[config.mk]
export PLATFORM = sky130hd
export DESIGN_NAME = id_ex_stage
export DESIGN_NICKNAME = d
export VERILOG_FILES = /design/src/rtl/id_ex_stage.sv
export SDC_FILE = /design/constraint.sdc
export NUM_CORES = 1
export LEC_CHECK = 0
export CORE_MARGIN = 2
export CORE_UTILIZATION = 44
export DETAILED_ROUTE_END_ITERATION = 10
export GPL_ROUTABILITY_DRIVEN = 0
export PLACE_DENSITY = 0.81
export REMOVE_ABC_BUFFERS = 1
export SYNTH_ARGS = -nofsm -noshare
export SYNTH_HDL_FRONTEND = slang
export SYNTH_SLANG_ARGS = --single-unit
[constraint.sdc]
create_clock -name clk -period 3.3 [get_ports clk]
set_input_delay 0.66 -clock clk [delete_from_list [all_inputs] [get_ports clk]]
set_output_delay 0.66 -clock clk [all_outputs]
set_load 0.05 [all_outputs]
[src/rtl/id_ex_stage.sv]
// ============================================================================
// Module   : id_ex_stage
// Brief    : ID->EX pipeline register with WB bypass, stall and flush.
// Revision : 1.0
// ============================================================================
`default_nettype none

module id_ex_stage #(
    parameter int DW = 8,
    parameter int RW = 3
) (
    input  logic          clk,
    input  logic          reset,
    input  logic          stall,
    input  logic          flush,
    input  logic          id_valid,
    input  logic [RW-1:0] id_rs1,
    input  logic [RW-1:0] id_rs2,
    input  logic [DW-1:0] id_rs1_data,
    input  logic [DW-1:0] id_rs2_data,
    input  logic [DW-1:0] id_imm,
    input  logic          id_use_imm,
    input  logic          id_alu_sel,
    input  logic [RW-1:0] id_rd,
    input  logic          id_reg_write,
    input  logic          wb_reg_write,
    input  logic [RW-1:0] wb_rd,
    input  logic [DW-1:0] wb_data,
    output logic [DW-1:0] ex_a,
    output logic [DW-1:0] ex_b,
    output logic          ex_sel,
    output logic [RW-1:0] ex_rd,
    output logic          ex_reg_write,
    output logic          ex_valid
);

    localparam logic [RW-1:0] C_R0 = '0;

    logic [DW-1:0] r_a;
    logic [DW-1:0] r_b;
    logic [RW-1:0] r_rs1;
    logic [RW-1:0] r_rs2;
    logic          r_use_imm;
    logic          r_sel;
    logic [RW-1:0] r_rd;
    logic          r_rw;
    logic          r_valid;

    logic          w_hit_id_rs1;
    logic          w_hit_id_rs2;
    logic          w_hit_ex_rs1;
    logic          w_hit_ex_rs2;
    logic [DW-1:0] w_cap_a;
    logic [DW-1:0] w_cap_b;
    logic [DW-1:0] w_ex_a;
    logic [DW-1:0] w_ex_b;

    // r0 is hardwired zero, so it can never be a bypass source.
    assign w_hit_id_rs1 = wb_reg_write && (wb_rd == id_rs1) && (id_rs1 != C_R0);
    assign w_hit_id_rs2 = wb_reg_write && (wb_rd == id_rs2) && (id_rs2 != C_R0);
    assign w_hit_ex_rs1 = wb_reg_write && (wb_rd == r_rs1)  && (r_rs1  != C_R0);
    assign w_hit_ex_rs2 = wb_reg_write && (wb_rd == r_rs2)  && (r_rs2  != C_R0);

    assign w_cap_a = w_hit_id_rs1 ? wb_data : id_rs1_data;
    assign w_cap_b = id_use_imm ? id_imm : (w_hit_id_rs2 ? wb_data : id_rs2_data);

    assign w_ex_a = (r_valid && w_hit_ex_rs1) ? wb_data : r_a;
    assign w_ex_b = (r_valid && !r_use_imm && w_hit_ex_rs2) ? wb_data : r_b;

    assign ex_a         = w_ex_a;
    assign ex_b         = w_ex_b;
    assign ex_sel       = r_sel;
    assign ex_rd        = r_rd;
    assign ex_reg_write = r_rw && r_valid;
    assign ex_valid     = r_valid;

    always_ff @(posedge clk or posedge reset) begin
        if (reset) begin
            r_a       <= '0;
            r_b       <= '0;
            r_rs1     <= '0;
            r_rs2     <= '0;
            r_use_imm <= 1'b0;
            r_sel     <= 1'b0;
            r_rd      <= '0;
            r_rw      <= 1'b0;
            r_valid   <= 1'b0;
        end else if (flush) begin
            r_a       <= '0;
            r_b       <= '0;
            r_rs1     <= '0;
            r_rs2     <= '0;
            r_use_imm <= 1'b0;
            r_sel     <= 1'b0;
            r_rd      <= '0;
            r_rw      <= 1'b0;
            r_valid   <= 1'b0;
        end else if (stall) begin
            // Latch the bypassed operands so they outlive the WB write.
            r_a <= w_ex_a;
            r_b <= w_ex_b;
        end else begin
            r_a       <= w_cap_a;
            r_b       <= w_cap_b;
            r_rs1     <= id_rs1;
            r_rs2     <= id_rs2;
            r_use_imm <= id_use_imm;
            r_sel     <= id_alu_sel;
            r_rd      <= id_rd;
            r_rw      <= id_reg_write && id_valid;
            r_valid   <= id_valid;
        end
    end

endmodule

`default_nettype wire
==> results of run 1 <==
==> through the flow <==
stage	instance area, sq um	worst slack [ns]	cells
after floorplan	1819	-0.06353	178
after global placement	2703	-0.2283	316
after detailed placement	2703	-0.2522	316
after CTS	2992	0.02658	330
after global routing	3018	-0.01554	332
final	3018	0.06484	332
==> worst reg2reg max path: stages, from the launching register on <==
cell and delay (ns):
dfrtp_1 0.41, or3b_1 0.38, a211o_1 0.29, a2111oi_4 0.41, bufbuf_16 0.31, buf_4 0.15
buf_4 0.12, buf_4 0.11, a21boi_1 0.16, o22ai_1 0.10
==> layer usage <==
metal	vias up	GRT usage [%]	part of all wire [%]
met4	0	9.829	1.4
met3	8	7.122	5.0
li1	865	-	-
met2	69	41.03	50
met5	-	0	0
met1	889	32.82	43
==> kinds of logic (layout without fill, tap and decap cells) <==
| group | after synthesis | after routing |
|---|---|---|
| flip-flops | 29 | 29 |
| XOR/XNOR | 8 | 8 |
| AO/OA/AOI/OAI | 59 | 59 |
| multiplexers | 35 | 35 |
| AND/OR/NAND/NOR | 35 | 35 |
| buffers and inverters | 27 | 116 |
==> synth_stat cells, types with 2 or more instances <==
| master | count | share of area [%] |
|---|---|---|
| a21boi_1 | 3 | 1.2 |
| a21boi_2 | 5 | 3.0 |
| a21oi_1 | 19 | 5.0 |
| buf_6 | 3 | 1.8 |
| clkbuf_1 | 11 | 2.2 |
| dfrtp_1 | 29 | 38 |
| inv_1 | 12 | 2.4 |
| mux2_2 | 16 | 9.5 |
| mux2i_1 | 19 | 10 |
| nand2_1 | 3 | 0.59 |
| nor2_1 | 23 | 4.5 |
| nor2b_1 | 2 | 0.66 |
| o21bai_1 | 2 | 0.79 |
| o22ai_1 | 8 | 2.6 |
| o2bb2ai_1 | 8 | 3.7 |
| o31ai_1 | 8 | 3.2 |
| xnor2_1 | 4 | 1.8 |
| xor2_1 | 4 | 1.8 |
==> flip-flops by register name (all words and copies together) (netlist names) <==
signal,count
ex_sel,1
r_rs2,3
ex_rd,3
r_rw,1
r_use_imm,1
r_b,8
r_a,8
r_rs1,3
ex_valid,1
==> final cells by class <==
class / instances / share of cell area (%)
clock buffers: 5 / 2.280
clock inverters: 3 / 2.156
inverters: 12 / 1.493
multi-input cells: 137 / 35.99
flip-flops and latches: 29 / 24.05
well taps: 50 / 2.073
repair buffers: 96 / 31.97
==> placed cells by master, fill, tap and decap left out, types with 2 or more instances in the layout <==
cell	synthesis	final
xor2_1	4	4
inv_1	12	12
xnor2_1	4	4
o2bb2ai_1	8	8
o31ai_1	8	8
mux2i_1	19	19
a21boi_2	5	5
mux2_4	0	8
a21oi_1	19	19
clkbuf_8	0	5
o22ai_1	8	8
mux2_2	16	8
dfrtp_1	29	29
nand2_1	3	3
buf_4	0	28
a21boi_1	3	3
bufinv_16	0	2
o21bai_1	2	2
buf_8	0	8
nor2_1	23	23
clkdlybuf4s50_1	0	57
==> how the worst max path moves through the flow <==
stage | slack (ns) | startpoint | endpoint
6_report | 0.06 | wb_rd[1] | ex_b[1]
4_1_cts | 0.03 | wb_rd[2] | ex_b[1]
3_5_place_dp | -0.25 | wb_rd[1] | ex_b[1]
3_3_place_gp | -0.23 | wb_rd[1] | ex_b[4]
5_1_grt | -0.02 | r_rs2[1] | ex_b[0]
2_1_floorplan | -0.06 | wb_rd[1] | ex_b[0]
==> what timing repair did <==
item,in CTS,in global routing
cloned,1,0
gates resized for setup,28,2
pin swaps,3,2
hold buffers,0,0
endpoints found under the setup margin,8,8
buffers inserted,5,2
==> power by group <==
group	switching [mW]	total (mW)	internal (mW)
sequential	0.0132	0.391	0.378
clock	0.151	0.451	0.300
combinational	0.170	0.322	0.151
==> results.md, run 1 <==
* WHS Path Cells at 2
* Outcome: finished clean
* Post-Synth Adder-Cell Area at 0%
* Post-route minimum period at around 3.2 ns
* Fin util at roughly three quarters
* Fmax at 0.3091 GHz
* Row count at 23
* Layout cell share with drive strength beyond 1 at 25.89%
* Clk sinks at 29
* Seq/Total Area, Yosys at 38.23%
* Yosys warnings at 0
* Sum Neg Setup Slack at 0 ns
* Synth Area in Simple Gates at between 9 and 10%
* FFs w/ async S/R, synth at 100.0%
* Synth Instances at about 190
* First-iteration detailed-routing DRC count at 127
* Hold worst-path end: ex_sel
* Crit-path max cell delay at approximately 0.41 ns
* Clk_skew at 0.007701 ns
* Clk_lat worst skew at 0.29 ns
* R2R Setup Slk at 0.74 ns
* Die area at approximately 5000 sq um
* First-pass GRT wire length at 9.694 mm
* Cell chain of the critical path: buf_6 -> or3b_1 -> a211o_1 -> a2111oi_4 -> buf_4 -> buf_12 -> mux2_4 -> buf_8
* Total grt overflow at 0
* Via count at 1831
* H-tree depth at 2
* Compound-cell area share of the yosys netlist at 22.94%
* Routed vias/inst at 5.515
* Req. time, crit path at around 2.6 ns
* Clk slew on worst S/H paths at 0.07 ns
* Static Leak at around 1.3 nW
* Root Buffer: clkbuf_8
* Post-Route WL at 5.924 mm
* DP HPWL at 3.829 mm
* Number of global-route vias before repair at about 1900
* Power per Cell Area at 385.6 nW/um^2
* EDFF count, synth at 0
* Crit path depth at 8
* Hold Slack at ~0.53 ns
* Main combinational cell family by area after synthesis: compound AO/OA/AOI/OAI gates
* CTS tree: yes
* Drt first pass iters at 4
* Initial Util at 46.45%
* Area of the multi-input gates at 1086 sq um
* Diode count at 0
* Per-cell routed wire length at 17.84 um
* Crit-path leading delay family: compound AO/OA/AOI/OAI gates
* Max-cap viol count at 0
* Filler cells at 308
* Synth Area in XOR/XNOR at approximately 3.7%
* GRT Util Overall at 25.58%
* NumNets Final at between 300 and 400
* Core area at approximately 4000 sq um
* Worst slew pin tran at 0.8234 ns
* R2r endpoint: r_b[1]
* Synth Flop Type: dfrtp_1
* Critical Path Slowest Stage Cell: a2111oi_4
* Largest net degree at the start of global routing at 25
* DRC at 0
* Antenna violations before repair at 0
* Num CTS Buffers at 5
* Max IR drop VDD at 265.3 uV
* Startpoint Class: primary input
* Unique masters post-synth at 32
* Endpoints failing setup at 0
* CP max FO at 7
* Ports at 75
* Yosys reg bits at 29
* Slew headroom at 45.05%
* Die Height at 69.68 um
* Hold path startpoint: ex_sel
* RR Startpoint: r_rs2[1]
* Post-synthesis mux area share at 19.51%
* Die Wd at roughly 70 um
* WS Path Type: in2out
* Final Hold Vio Count at 0
* P&R area growth vs syn at 59.00%
* Hold WC Path Type: reg2reg
* Period utilization at a little over nine tenths
* FF-to-FF path depth at 9
* PortBufs at 74
* Buf/Inv on CP at 4
* Worst Path Arrival at approximately 2.6 ns
* FF/Latch Area at 725.7 sq um
* Crit end category: output port
* RSZ-0062 raised after global routing: yes
* Mapped Area at 1898 sq um
* Clock tree buffer depth at 2
* Fin. max-slew vios at 0
* Pwr Total at 1.164 mW
* Post-route ant nets at 0
* Post-synthesis average cell area at between 9 and 10 sq um
No activity file was read; power rests on OpenSTA's default activity.
==> inputs of run 2 (changes only) <==
--- a/config.mk
+++ b/config.mk
@@ -10,7 +10,6 @@
 export DETAILED_ROUTE_END_ITERATION = 10
 export GPL_ROUTABILITY_DRIVEN = 0
 export PLACE_DENSITY = 0.81
-export REMOVE_ABC_BUFFERS = 1
 export SYNTH_ARGS = -nofsm -noshare
 export SYNTH_HDL_FRONTEND = slang
 export SYNTH_SLANG_ARGS = --single-unit
==> constraint.sdc (replaced) <==
create_clock -name clk -period 3.3 [get_ports clk]
set_input_delay 0.66 -clock clk [delete_from_list [all_inputs] [get_ports clk]]
set_output_delay 0.66 -clock clk [all_outputs]
set_load 0.1 [all_outputs]
==> results.md, run 2 (synthesis gave the netlist of run 1 again) <==
* Crit-path max cell delay at 0.40 ns
* Antenna violations before repair at 0
* First-iteration detailed-routing DRC count at roughly 100
* Outcome: finished clean
* Worst setup margin at 0.05817 ns
* P&R area growth vs syn at 62.89%
* Fmax at between 0.3 and 0.4 GHz
* Initial Util at 46.45%
* Via count at 1802
* Pre-CTS setup slack at -0.2642 ns
* Post-Route WL at 5.643 mm
* Hold Slack at 0.5282 ns
* Req. time, crit path at around 2.6 ns
* Startpoint Class: primary input
* Ports at 75
* Hold-fix buffers at CTS at 0
* DRC at 0
* Endpoints failing setup at 0
* PortBufs at 74
* Clk slew on worst S/H paths at around 0.06 ns
* GRT Max-Usage Layer: met2
* WS Path Type: in2out
* Worst Path Arrival at 2.58 ns
* Post-route ant nets at 0
* Routed vias/inst at between 5 and 6
* Post-route minimum period at ~3.2 ns
* Root Buffer: clkbuf_8
* Hold WC Path Type: reg2reg
* Max-cap viol count at 0
* Grt met2 use at roughly two fifths
* Crit end category: output port
* Drt first pass iters at 4
* Commonest non-fill, non-tap cell in the layout: clkdlybuf4s50_1
* Worst slew pin tran at 0.6282 ns
* Top flop regs: r_a (8), r_b (8)
* CTS tree: yes
* Total grt overflow at 0
* Fin util at 75.66%
* GRT Util Overall at 23.48%
* Post-Synthesis Net Count at 246
* Max IR drop VDD at 320.0 uV
* Clk_skew at 0.003949 ns
* NumNets Final at 328
* Largest net degree at the start of global routing at 30
* Dpl cells at 312
* Die Wd at 69.68 um
* RSZ-0062 raised after global routing: yes
* Per-cell routed wire length at approximately 17 um
* CP max FO at 4
* First-pass GRT wire length at 9.032 mm
* Static Leak at 1.354 nW
* Clock tree buffer depth at 2
* Core area at 4086 sq um
* Power per Cell Area at 406.6 nW/um^2
* Number of global-route vias before repair at between 1500 and 2000
* Fin. max-slew vios at 0
* Most frequent cells in the layout: clkdlybuf4s50_1 (50), dfrtp_1 (29), nor2_1 (23)
* Die Height at around 70 um
* Final Hold Vio Count at 0
* DP HPWL at 3.824 mm
* H-tree depth at 2
* Period utilization at 98.24%
* Slew headroom at between 50 and 60%
* Met1 Usage GRT at 28.23%
* Diode count at 0
* Row count at 23
* Die area at 4855 sq um
* Num CTS Buffers at 5
* Final std cells w/o fill at 326
* Critical Path Slowest Stage Cell: a2111oi_4
* Met3 GRT Util at 6.541%
* Cell chain of the critical path: buf_6 -> or3b_1 -> a211o_1 -> a2111oi_4 -> bufbuf_16 -> mux2_4 -> buf_12
* Clk sinks at 29
* Clk_lat worst skew at 0.28 ns
* Layout cell share with drive strength beyond 1 at 26.09%
run 2: final timing paths:
kind | start | endpoint | slack, ns | depth (start not counted)
min | ex_rd[1] | ex_rd[1] | 0.53 | 2
min in group asynchronous | reset | r_b[1] | 0.75 | 3
min reg2reg | ex_rd[1] | ex_rd[1] | 0.53 | 2
max in group asynchronous | reset | r_b[5] | 2.27 | 3
max reg2reg | r_rs2[1] | r_b[0] | 0.71 | 9
max | wb_rd[1] | ex_b[2] | 0.06 | 7
run 2: final cells by class:
| type | count | area [sq um] |
|---|---|---|
| flip-flops and latches | 29 | 725.7 |
| multi-input cells | 137 | 1081 |
| repair buffers | 90 | 1044 |
| inverters | 12 | 45.04 |
| clock inverters | 3 | 65.06 |
| well taps | 50 | 62.56 |
| clock buffers | 5 | 68.82 |
| fillers | 280 | 994.7 |
run 2: routing by layer:
metal  share of wire [%]  wire [um]
met5                   0          0
met4                 2.4        133
met3                 5.4        305
met2                  51       2879
met1                  41       2326
run 2: power by group:
group	internal (mW)	leakage (nW)	switching (mW)	total [mW]
clock	0.300	0.0681	0.150	0.449
sequential	0.378	0.385	0.0138	0.391
combinational	0.173	0.901	0.243	0.416
run 2: timing repair:
item | 4_1_cts | 5_1_grt
gates cloned | 1 | 0
pin swaps | 3 | 2
setup buffers | 4 | 2
gates resized for setup | 8 | 6
endpoints found under the setup margin | 8 | 5
run 2: per-stage QoR:
| stage | setup TNS [ns] | instance area, sq um | total power, mW |
|---|---|---|---|
| floorplan | -0.1780 | 1898 | 0.6325 |
| global placement | -1.894 | 2870 | 0.7980 |
| detailed placement | -2.006 | 2870 | 0.8047 |
| CTS | 0 | 3074 | 1.256 |
| global route | -0.06990 | 3092 | 1.299 |
| finish | 0 | 3092 | 1.257 |
run 2: critical path: cells and delay by family:
family          cells  cell delay [ns]
buf+inv             3             0.58
simple gates        1             0.34
mux                 1             0.31
compound gates      2             0.69
